===== src/rtl/seg7_scan_if.sv =====
// seg7_scan_if: value load handshake between the datapath result registers and the display controller
interface seg7_scan_if #(parameter int VAL_W = 14);
  logic load_valid;
  logic load_ready;
  logic [VAL_W-1:0] value;
  logic blank_lz;
  modport master(output load_valid, value, blank_lz, input load_ready);
  modport slave(input load_valid, value, blank_lz, output load_ready);
endinterface


===== src/rtl/seg7_scan_ctrl.sv =====
// seg7_scan_ctrl: serial binary-to-BCD conversion plus multiplexed digit scanning of a shared 7-segment decoder
module seg7_scan_ctrl #(
  parameter int NDIG = 4,
  parameter int VAL_W = 14,
  parameter int SCAN_DIV = 50000
) (
  input logic clk,
  input logic rst_n,
  seg7_scan_if.slave bus,
  output logic [3:0] digit_code,
  output logic [NDIG-1:0] an_n,
  output logic overflow
);
  localparam int BW = 4 * (NDIG + 1);
  localparam int CW = $clog2(VAL_W + 1);
  localparam int DW = $clog2(SCAN_DIV);
  localparam int IW = NDIG > 1 ? $clog2(NDIG) : 1;
  typedef enum logic [1:0] {IDLE, CONV, COMMIT} state_t;
  state_t state, state_n;
  logic [CW-1:0] cnt;
  logic [VAL_W-1:0] bin;
  logic [BW-1:0] bcd, bcd_adj;
  logic blz, ovf_n, nz;
  logic [3:0] disp [NDIG];
  logic [3:0] disp_n [NDIG];
  logic [DW-1:0] div;
  logic [IW-1:0] idx;
  logic div_tc;
  assign bus.load_ready = state == IDLE;
  assign div_tc = div == DW'(SCAN_DIV - 1);
  assign ovf_n = bcd[4*NDIG +: 4] != 4'd0;
  always_comb begin
    state_n = state == IDLE ? (bus.load_valid ? CONV : IDLE)
            : state == CONV ? (cnt == CW'(VAL_W - 1) ? COMMIT : CONV)
            : IDLE;
  end
  always_comb begin
    bcd_adj = bcd;
    for (int i = 0; i <= NDIG; i++)
      bcd_adj[4*i +: 4] = bcd[4*i +: 4] >= 4'd5 ? bcd[4*i +: 4] + 4'd3 : bcd[4*i +: 4];
  end
  // walk from the top digit down so nz marks the first significant digit; digit 0 is never blanked
  always_comb begin
    nz = 1'b0;
    for (int i = NDIG - 1; i >= 0; i--) begin
      nz = nz | (bcd[4*i +: 4] != 4'd0);
      disp_n[i] = ovf_n ? 4'hF : (blz && !nz && i != 0) ? 4'hF : bcd[4*i +: 4];
    end
  end
  always_ff @(posedge clk or negedge rst_n) begin
    if (!rst_n) begin
      state <= IDLE;
      cnt <= '0;
      bin <= '0;
      bcd <= '0;
      blz <= 1'b0;
      overflow <= 1'b0;
      for (int i = 0; i < NDIG; i++) disp[i] <= 4'hF;
      div <= '0;
      idx <= '0;
      an_n <= '1;
      digit_code <= 4'hF;
    end else begin
      state <= state_n;
      if (bus.load_valid && bus.load_ready) begin
        bin <= bus.value;
        bcd <= '0;
        blz <= bus.blank_lz;
        cnt <= '0;
      end else if (state == CONV) begin
        {bcd, bin} <= {bcd_adj[BW-2:0], bin, 1'b0};
        cnt <= cnt + CW'(1);
      end
      if (state == COMMIT) begin
        disp <= disp_n;
        overflow <= ovf_n;
      end
      div <= div_tc ? '0 : div + DW'(1);
      if (div_tc) idx <= idx == IW'(NDIG - 1) ? '0 : idx + IW'(1);
      an_n <= ~(NDIG'(1) << idx);
      digit_code <= disp[idx];
    end
  end
endmodule


===== src/flat_wrapper.sv =====
// flat-port wrapper written by rule: the top's interface ports become plain ports
module seg7_scan_ctrl_flat 
#(
  parameter int NDIG = 4,
  parameter int VAL_W = 14,
  parameter int SCAN_DIV = 50000
)
  (clk, rst_n, digit_code, an_n, overflow, bus_load_valid, bus_value, bus_blank_lz, bus_load_ready);
  seg7_scan_if #(.VAL_W(VAL_W)) bus_i ();
  input logic clk;
  input logic rst_n;
  output logic [3:0] digit_code;
  output logic [NDIG-1:0] an_n;
  output logic overflow;
  input wire logic [$bits(bus_i.load_valid)-1:0] bus_load_valid;
  input wire logic [$bits(bus_i.value)-1:0] bus_value;
  input wire logic [$bits(bus_i.blank_lz)-1:0] bus_blank_lz;
  output wire logic [$bits(bus_i.load_ready)-1:0] bus_load_ready;
  assign bus_i.load_valid = bus_load_valid;
  assign bus_i.value = bus_value;
  assign bus_i.blank_lz = bus_blank_lz;
  assign bus_load_ready = bus_i.load_ready;
  seg7_scan_ctrl #(.NDIG(NDIG), .VAL_W(VAL_W), .SCAN_DIV(SCAN_DIV)) u_core (.clk(clk), .rst_n(rst_n), .bus(bus_i), .digit_code(digit_code), .an_n(an_n), .overflow(overflow));
endmodule

===== config.mk =====
export PLATFORM = sky130hd
export DESIGN_NAME = seg7_scan_ctrl_flat
export DESIGN_NICKNAME = d
export VERILOG_FILES = /design/src/rtl/seg7_scan_if.sv /design/src/rtl/seg7_scan_ctrl.sv /design/src/flat_wrapper.sv
export SDC_FILE = /design/constraint.sdc
export NUM_CORES = 1
export LEC_CHECK = 0
export BUFFER_PORTS_ARGS = -buffer_cell sky130_fd_sc_hd__buf_2
export CORE_MARGIN = 2
export CORE_UTILIZATION = 35
export CTS_BUF_LIST = sky130_fd_sc_hd__clkbuf_8 sky130_fd_sc_hd__clkbuf_16
export CTS_CLUSTER_SIZE = 24
export DETAILED_ROUTE_END_ITERATION = 12
export GPL_TIMING_DRIVEN = 0
export MAX_ROUTING_LAYER = met4
export SYNTH_ARGS = -nofsm -noshare
export SYNTH_HDL_FRONTEND = slang
export SYNTH_SLANG_ARGS = --single-unit

===== constraint.sdc =====
create_clock -name clk -period 2.9 [get_ports clk]
set_clock_uncertainty 0.15 [all_clocks]
set_input_delay 0.58 -clock clk [delete_from_list [all_inputs] [get_ports clk]]
set_output_delay 0.58 -clock clk [all_outputs]
set_load 0.02 [all_outputs]

# After elaboration in Yosys (flattened, before gate mapping)
# Cells that the tools add are included.
# Widths: inputs -> output; s select.
# totals
regBits	84
out_inout_bits	10
word_cells	78
# op_classes
add_sub_neg	8
n_lt_le_gt_ge	6
n_eq_ne	5
n_shift	1
n_mux	27
bitwise	4
n_reduce_logical	13
# ops
cell	n
$mux 4	15
$mux 20	2
$mux 14	2
$ge 4x3->1 const B	5
$add 16x1->16 const B	1
$add 4x2->4 const B	4
$eq 16x16->1 const B	1
$mux 16	1
$reduce_bool 4->1	4
$bmux 4 s2	1
$mux 2	4
$add 4x1->4 const B	1
$eq 2x2->1 const B	2
$eq 4x4->1 const B	1
$logic_and 1x1->1	4
$not 4->4	1
$shl 1x2->4 const A	1
$add 3x2->3 const B	1
$ge 3x3->1 const B	1
$logic_not 1->1	3
$mux 3	1
$not 2->3	1
$add 2x1->2 const B	1
$eq 2x1->1 const B	1
other kinds (4)	5

# Depth between registers and ports, before layout
# depth
depth_word	7
mapped_depth	6
ltp_nobuf	6

# Least setup slack after synthesis
# Ideal clock, no wire load.
# synth_timing
kind	register to register
startpoint	register u_core.div[0]
endpoint	register u_core.idx[1]
setup_ps	127
arrival_ps	1431
required_ps	2623
path_slack_ps	1191
stages_incl_launch_ff	6
n_path_buf	1
period_less_slack_ps	1709
cell_sequence	dfrtp_1 > ha_1 > nand3_1 > nor3_2 > buf_6 > mux2_1
# synth_via
elab_chain_len	1
# synth_lines
element	line_no	rtl
from (decl)	seg7_scan_ctrl.sv:26	logic [DW-1:0] div;
from (signal assigned)	seg7_scan_ctrl.sv:78	div <= div_tc ? '0 : div + DW'(1);
$eq 16x16->1	seg7_scan_ctrl.sv:30	assign div_tc = div == DW'(SCAN_DIV - 1);
to (signal assigned)	seg7_scan_ctrl.sv:79	if (div_tc) idx <= idx == IW'(NDIG - 1) ? '0 : idx + IW'(1);
to (decl)	seg7_scan_ctrl.sv:27	logic [IW-1:0] idx;
# Every way passes these cells.
# A chain may end at the register's enable or synchronous reset.

# Worst setup path after layout
# Ends and elaborated chain as after synthesis.

==> metrics <==
outcome=complete, no violations; Max FO, Critical Path=10; GRT overflow=0; number of buffers created by CTS=9; die area=approximately 12000 sq um; hold buffer count at cts=0; Synth Instances=368; initial antenna violation count=0; Syn Area/Cell=10.9 sq um; latest clock arrival within the worst-skew pair=340 ps; Fmax achieved=0.539 GHz; area grow syn2layout=15.6%; largest net degree at the start of global routing=54; worst hold margin=33.1 ps; crit path buf inv count=1; unrepaired setup endpoints after global routing=false; Critical Path AT=between 1500 and 2000 ps; Sinks on Clock Net=84; family with the most delay on the worst path=simple AND/OR/NAND/NOR gates; Pre-antenna DRT Iters=4; initial DRC count=218; crit-path cells=ha_1 > nand3_1 > nor3_2 > buf_6 > mux2_1; Top Ports=28; Int Power=2.95 mW; Flop pwr share=0.428; post-CTS resize count=0; Psw=roughly 1.6 mW; count of cell types in the netlist=39; Synthesized Nets=407; Logic pwr share=0.331; Seq cells post-synth=84; Slowest cell on crit path=dfrtp_1; r2r worst-path depth=5; nets@finish=446; Worst Slack Setup Final=roughly 1000 ps; Warnings, synthesis=0; global-route wire length before repair=13600 um; PwrDens=~980 nW/um^2; Site Rows=39; Final min period=between 1500 and 2000 ps; Starting Density=0.355; most frequent cells in the layout=dfrtp_1 (60), nand2_1 (41), buf_2 (37); worst min path class=input port to asynchronous set/reset pin; Clock Tree Buf Depth=2; asr flop ratio synth=1.00; LEAKAGE=around 2.0 nW; predominant post-synthesis flop cell=dfrtp_1; max incr delay on CP=roughly 380 ps; setup TNS=0 ps; Chip Width=111 um; MaxCap Viol Count=0; pre-CTS setup slack=961 ps; Final Core Density=0.410; final RePlAce weighted congestion=0.781; Core Area=11300 sq um; Worst Setup Path Type=flop to flop; CTS tree=done; clk slew on worst S/H paths=60 ps; WL per Instance=between 10 and 15 um; final number of setup-violating endpoints=0; drt drc=0; Post-Syn Area=around 4000 sq um; worst reg-to-reg setup slack=between 1000 and 1500 ps; Inserted Diodes=0; H-Tree Depth=3; most common cell after layout, fill and taps aside=dfrtp_1; EDFF count, synth=0; worst-margin pin slew=around 450 ps; Final Max Tran Viols=0; share of cells above drive strength 1=0.226; fin crit share=0.640; Clk pwr share=0.241; Max rail drop VDD=0.000550 V; critical path depth=5; vias per cell=between 5 and 6; Die Y=111 um; # fillers=about 1100; vias in the first global route=2760; clock root cell=clkbuf_16; Hold Vio Cnt, Final=0; Seq/Total Area, Yosys=0.531; via count=about 2800; antenna-violating nets left=0; CP endpoint kind=flop; Pwr Total=4.55 mW; Critical Path RT=slightly below 3000 ps; slew margin rel.=0.703; startpoint types=flop; DP HPWL=5610 um; Port Buffers=27; GRT Total Usage=0.142; Switching Share=0.351; DRT Wirelength=8070 um; Post-CTS Setup Inserts=0
[flip-flops by register name (all words and copies together) (netlist names)]
signal	flops
u_core.digit_code	4
u_core.state	2
u_core.idx	2
u_core.bin	14
u_core.div	16
u_core.disp	16
u_core.cnt	4
u_core.bcd	20
u_core.overflow	1
u_core.an_n	4
u_core.blz	1
[final cells by class]
cell class / count / area (sq um) / area share
sequential: 84 / 2130 / 0.459
timing repair buffer: 28 / 165 / 0.0355
buffer: 17 / 92.6 / 0.0199
tap: 143 / 179 / 0.0385
multi-input combinational: 247 / 1720 / 0.370
clock inverter: 7 / 58.8 / 0.0127
clock buffer: 9 / 225 / 0.0485
inverter: 20 / 75.1 / 0.0162
[logic make-up (layout without fill, tap and decap cells)]
family / after synthesis / after routing / synth area share
and+or+nand+nor: 123 / 123 / 0.151
DFF: 84 / 84 / 0.531
AOI/OAI and AO/OA: 72 / 72 / 0.127
buffers and inverters: 37 / 81 / 0.0417
adders and majority gates: 21 / 21 / 0.0654
xor gates and xnor gates: 20 / 20 / 0.0436
muxes: 11 / 11 / 0.0411
[per-stage QoR]
| stage | std cells | cell area (sq um) |
|---|---|---|
| global route | 555 | 4650 |
| CTS | 555 | 4650 |
| detailed placement | 539 | 4360 |
| finish | 555 | 4650 |
| floorplan | 368 | 4020 |
| global placement | 538 | 4330 |
[final timing paths]
path,to,startpoint
setup / recovery,u_core.idx[1]$_DFFE_PN0N_,u_core.div[0]$_DFF_PN0_
hold / removal,u_core.div[14]$_DFF_PN0_,rst_n
setup reg to reg,u_core.idx[1]$_DFFE_PN0N_,u_core.div[0]$_DFF_PN0_
hold reg to reg,u_core.bin[3]$_DFFE_PN0P_,u_core.bin[3]$_DFFE_PN0P_
max in group asynchronous,u_core.disp[0]$_DFFE_PN1N_,rst_n
min in group clk,u_core.blz$_DFFE_PN0P_,bus_blank_lz
[routing by layer]
metal | up-vias | global-route usage | wire length [um]
li1 | 1375 | - | -
met1 | 1373 | 0.183 | 3800
met2 | 47 | 0.216 | 3760
met3 | 13 | 0.0416 | 352
met4 | 0 | 0.0469 | 155
met5 | - | - | 0
[power by group through the flow]
stage               logic, mW  registers, mW  clock network, mW
finish                   1.51           1.95               1.10
global route             1.71           2.00               1.18
CTS                      1.52           1.94               1.13
detailed placement       1.52           1.96                  0
global placement         1.46           1.94                  0
floorplan                1.14           1.88                  0
[cell usage after synthesis, drive strengths merged (3+ instances only)]
library cell | number | area [sq um]
dfrtp | 60 | 1500
nand2 | 42 | 160
nand3 | 25 | 125
dfstp | 24 | 631
nor2 | 23 | 86.3
ha | 21 | 263
inv | 20 | 75.1
o21ai | 18 | 93.8
buf | 14 | 81.3
o22a | 14 | 123
a22oi | 13 | 97.6
xnor2 | 13 | 114
a21oi | 9 | 45.0
o31ai | 9 | 67.6
xor2 | 7 | 61.3
nand2b | 6 | 37.5
nand4 | 6 | 37.5
a32o | 5 | 50.1
nor3 | 5 | 30.0
mux2 | 4 | 45.0
mux4 | 4 | 90.1
nor3b | 4 | 30.0
and3 | 3 | 18.8
clkbuf | 3 | 11.3
mux2i | 3 | 30.0
nor2b | 3 | 18.8
nor4 | 3 | 31.3
o2bb2ai | 3 | 26.3
No activity file was read; power rests on OpenSTA's default activity.
